`config.mk`:
```
export PLATFORM = sky130hd
export DESIGN_NAME = mac_scheduler
export DESIGN_NICKNAME = d
export VERILOG_FILES = /design/src/rtl/mac_scheduler.sv
export SDC_FILE = /design/constraint.sdc
export NUM_CORES = 1
export LEC_CHECK = 0
export CORE_MARGIN = 3
export CORE_UTILIZATION = 54
export DETAILED_ROUTE_END_ITERATION = 10
export PLACE_DENSITY = 0.89
export SLEW_MARGIN = 40
export SYNTH_ARGS = -nofsm -noshare
export SYNTH_HDL_FRONTEND = slang
export SYNTH_SLANG_ARGS = --single-unit
```
`constraint.sdc`:
```
create_clock -name clk -period 7 [get_ports clk]
set_clock_uncertainty 0.15 [all_clocks]
set_input_delay 0.7 -clock clk [delete_from_list [all_inputs] [get_ports clk]]
set_output_delay 0.7 -clock clk [all_outputs]
set_load 0.02 [all_outputs]
```
`src/rtl/mac_scheduler.sv`:
```
// Round-robin scheduler sharing one multi-cycle signed multiplier between two
// requesters, with a per-requester accumulator and a valid/ready response.
module mac_scheduler #(
  parameter int WIDTH   = 8,
  parameter int ACC_W   = 24,
  parameter int TIMEOUT = 32
) (
  input  logic               clk,
  input  logic               rst,
  input  logic [1:0]         req_valid,
  output logic [1:0]         req_ready,
  input  logic [WIDTH-1:0]   req_w0,
  input  logic [WIDTH-1:0]   req_x0,
  input  logic [WIDTH-1:0]   req_w1,
  input  logic [WIDTH-1:0]   req_x1,
  input  logic [1:0]         req_clr,
  output logic               mul_start,
  output logic [WIDTH-1:0]   mul_w,
  output logic [WIDTH-1:0]   mul_x,
  input  logic               mul_done,
  input  logic [2*WIDTH-1:0] mul_p,
  output logic               resp_valid,
  input  logic               resp_ready,
  output logic               resp_id,
  output logic [ACC_W-1:0]   resp_acc,
  output logic               resp_err,
  output logic [1:0]         acc_ovf
);

  localparam int CW = ($clog2(TIMEOUT) > 0) ? $clog2(TIMEOUT) : 1;

  typedef enum logic [2:0] {
    S_IDLE,
    S_ISSUE,
    S_WAIT,
    S_ACCUM,
    S_RESP
  } state_t;

  state_t               r_state;
  logic                 r_pri;
  logic                 r_id;
  logic                 r_clr;
  logic [CW-1:0]        r_cnt;
  logic [2*WIDTH-1:0]   r_prod;
  logic [ACC_W-1:0]     r_acc [2];

  logic                 w_gnt_id;
  logic                 w_hs;
  logic [ACC_W-1:0]     w_base;
  logic [ACC_W:0]       w_sum;
  logic                 w_ovf;

  // r_pri holds the requester favoured on a tie (the one not served last).
  always_comb begin
    w_gnt_id  = (req_valid == 2'b11) ? r_pri : req_valid[1];
    req_ready = 2'b00;
    if (r_state == S_IDLE && (|req_valid) && !rst)
      req_ready = w_gnt_id ? 2'b10 : 2'b01;
    w_hs = |(req_valid & req_ready);
  end

  always_comb begin
    w_base = r_clr ? '0 : r_acc[r_id];
    w_sum  = {w_base[ACC_W-1], w_base}
           + {{(ACC_W+1-2*WIDTH){r_prod[2*WIDTH-1]}}, r_prod};
    w_ovf  = w_sum[ACC_W] ^ w_sum[ACC_W-1];
  end

  always_ff @(posedge clk or posedge rst) begin
    if (rst) begin
      r_state    <= S_IDLE;
      r_pri      <= 1'b0;
      r_id       <= 1'b0;
      r_clr      <= 1'b0;
      r_cnt      <= '0;
      r_prod     <= '0;
      r_acc[0]   <= '0;
      r_acc[1]   <= '0;
      mul_start  <= 1'b0;
      mul_w      <= '0;
      mul_x      <= '0;
      resp_valid <= 1'b0;
      resp_id    <= 1'b0;
      resp_acc   <= '0;
      resp_err   <= 1'b0;
      acc_ovf    <= '0;
    end else begin
      case (r_state)
        S_IDLE: begin
          if (w_hs) begin
            r_id      <= w_gnt_id;
            mul_w     <= w_gnt_id ? req_w1 : req_w0;
            mul_x     <= w_gnt_id ? req_x1 : req_x0;
            r_clr     <= req_clr[w_gnt_id];
            mul_start <= 1'b1;
            r_state   <= S_ISSUE;
          end
        end
        S_ISSUE: begin
          mul_start <= 1'b0;
          r_cnt     <= '0;
          r_state   <= S_WAIT;
        end
        S_WAIT: begin
          if (mul_done) begin
            r_prod  <= mul_p;
            r_state <= S_ACCUM;
          end else if (r_cnt == CW'(TIMEOUT-1)) begin
            resp_valid <= 1'b1;
            resp_err   <= 1'b1;
            resp_id    <= r_id;
            resp_acc   <= r_acc[r_id];
            r_state    <= S_RESP;
          end else begin
            r_cnt <= r_cnt + 1'b1;
          end
        end
        S_ACCUM: begin
          r_acc[r_id]   <= w_sum[ACC_W-1:0];
          acc_ovf[r_id] <= (r_clr ? 1'b0 : acc_ovf[r_id]) | w_ovf;
          resp_valid    <= 1'b1;
          resp_err      <= 1'b0;
          resp_id       <= r_id;
          resp_acc      <= w_sum[ACC_W-1:0];
          r_state       <= S_RESP;
        end
        S_RESP: begin
          if (resp_ready) begin
            resp_valid <= 1'b0;
            r_pri      <= ~resp_id;
            r_state    <= S_IDLE;
          end
        end
        default: r_state <= S_IDLE;
      endcase
    end
  end

endmodule

```
==> metrics.yaml <==
status: "finished, final reports clean"
syn_to_final_growth_pct: 27.2
max_clock_freq_mhz: 238
grt-ovfl-total: 0
holdWs_ns: 0.326
slew_viol_final: 0
final_common_cell: "dfrtp_1"
fp.dieW_um: 114
cts_buffers: 17
pre_cts_slack_ns: 2.78
numClockSinks: 121
end_kind: "primary output"
dr.pass1.iters: 5
utilization: 0.723
syn_area_mm2: 0.00632
cap_violations: 0
seq_area_mm2: 0.00303
place_congestion: 0.906
syn_area_per_cell_um2: 9.38
num_vias: 5385
syn_inst: 674
crit_arrival_ns: 3.35
dieArea_mm2: 0.0130
startpoint_type: "input pin"
synth_cell_type_count: 50
antenna_found_initial: 0
post-route-period-util: 0.600
drive_above_1_share: 0.0909
p_per_area_mw_per_mm2: 517
worstHoldPathType: "flip-flop to flip-flop"
synth_warnings: 0
clock_path_buffers: 2
async_flop_share: 1.00
drc: 0
core_mm2: 0.0111
crit_slowest_cell: "clkdlybuf4s50_1"
path_max_fanout: 58
yosysSeqAreaShare: 0.479
grt_usage: 0.251
post_cts_buffers: 0
pin_count: 104
cts_resized: 0
viasPerCell: 5.85
holdBufCountCts: 0
root_buffer: "clkbuf_16"
synth_edf_count: 0
finalHoldViolCount: 0
final-setup-viol-count: 0
initial_core_util: 0.568
clk_pin_slew_ns: 0.05
grt_max_degree: 66
max_slew_margin: 0.522
period_minus_slack_ns: 4.20
synthFlopType: "dfrtp_1"
rsz0062_at_grt: "no"
tns_ns: 0
fill_cells: 748
insertion_delay_ns: 0.41
path_class: "input pin to primary output"
die_y_um: 114
multi_input_area_mm2: 0.00313
setup_slack_ns: 2.80
grt_pass1_wl_mm: 25.8
slowest_delay_ns: 0.59
diodes: 0
layout_common_cells: "120 x dfrtp_1, 103 x clkdlybuf4s50_1, 96 x nor2_1"
ant_nets: 0
cp_data_required_time_ns: 6.15
grt_pass1_vias: 5427
drt-wirelength-per-cell_um: 17.2
wl_mm: 15.8
worst_pin_slew_ns: 0.717
ir_drop_mv: 0.307
hpwl_mm: 10.8
rows: 38
first_iter_violations: 447
port_buffers: 103
crit_top_cell: "clkdlybuf4s50_1"
nets: 852
htree_levels: 4
synth-seq-cells: 121
cp_cell_sequence: "clkdlybuf4s50_1 -> inv_4 -> o21ai_0 -> nor4_2 -> buf_4 -> and2_1 -> clkdlybuf4s50_1"
syn-num-nets: 757
p_leak_nw: 3.63
cts_tree: "done"
-- synth_stat cells, types with 13 or more instances --
| cell type | n | area (um^2) |
|---|---|---|
| clkbuf_1 | 28 | 105 |
| inv_1 | 13 | 48.8 |
| ha_1 | 26 | 325 |
| a21oi_1 | 44 | 220 |
| o21ai_0 | 70 | 350 |
| mux2i_1 | 41 | 410 |
| dfrtp_1 | 121 | 3030 |
| o21ai_1 | 15 | 75.1 |
| mux2_2 | 19 | 214 |
| nor2_1 | 96 | 360 |
| nand2_1 | 89 | 334 |
| xor2_1 | 15 | 131 |
-- registers in the layout (all words and copies together), names as in the netlist, 2 cells and up --
register  count
r_prod       16
acc_ovf       2
mul_x         8
r_acc        48
resp_acc     24
r_state       3
mul_w         8
r_cnt         5
-- cells by family after synthesis --
logic type	share of synthesized area
AOI/OAI and AO/OA	0.155
xor gates and xnor gates	0.0332
adders and majority gates	0.0546
buffers and inverters	0.0289
DFF	0.479
muxes	0.0988
and+or+nand+nor	0.150
-- where the power goes --
| part | switching (W) | leakage, nW | internal [W] |
|---|---|---|---|
| Combinational | 0.00120 | 1.85 | 0.000858 |
| Clock | 0.000293 | 0.276 | 0.000536 |
| Sequential | 0.000252 | 1.51 | 0.00102 |
-- area by class of cell --
class                      instances  share of cell area
multi-input combinational        505               0.389
sequential                       121               0.377
timing repair buffer             111               0.136
clock buffer                      22              0.0577
tap                              140              0.0218
clock inverter                     9              0.0124
inverter                          13             0.00638
-- through the flow --
stage          instance area (um^2)  power, W  std cells
2_1_floorplan                  6320   0.00261        674
4_1_cts                        8040   0.00415        921
3_3_place_gp                   7470   0.00316        890
5_1_grt                        8040   0.00444        921
6_report                       8040   0.00416        921
3_5_place_dp                   7470   0.00328        890
-- worst max-delay path: cells and delay by family --
family | cells | cell delay [ns]
simple gates | 2 | 0.38
buf+inv | 4 | 1.89
compound gates | 1 | 0.32
-- final timing paths --
kind                                              start                  endpoint  slack [ns]  cells after the start
worst max-delay path                                rst              req_ready[0]        2.80                      7
worst min-delay path            resp_acc[1]$_DFFE_PP0P_   resp_acc[1]$_DFFE_PP0P_        0.33                      2
worst max register to register         r_id$_DFFE_PP0P_  resp_acc[22]$_DFFE_PP0P_        2.99                     14
worst min register to register  resp_acc[1]$_DFFE_PP0P_   resp_acc[1]$_DFFE_PP0P_        0.33                      2
max in group asynchronous                           rst     r_acc[40]$_DFFE_PP0P_        5.08                      3
min in group asynchronous                           rst      mul_x[4]$_DFFE_PP0P_        0.61                      2
-- layer usage --
metal,GRT usage,vias to the layer above,routed length (um)
met5,0,-,0
li1,-,2540,-
met4,0.102,0,369
met3,0.0714,39,1220
met2,0.421,227,7640
met1,0.304,2579,6590
No activity file was read; power rests on OpenSTA's default activity.
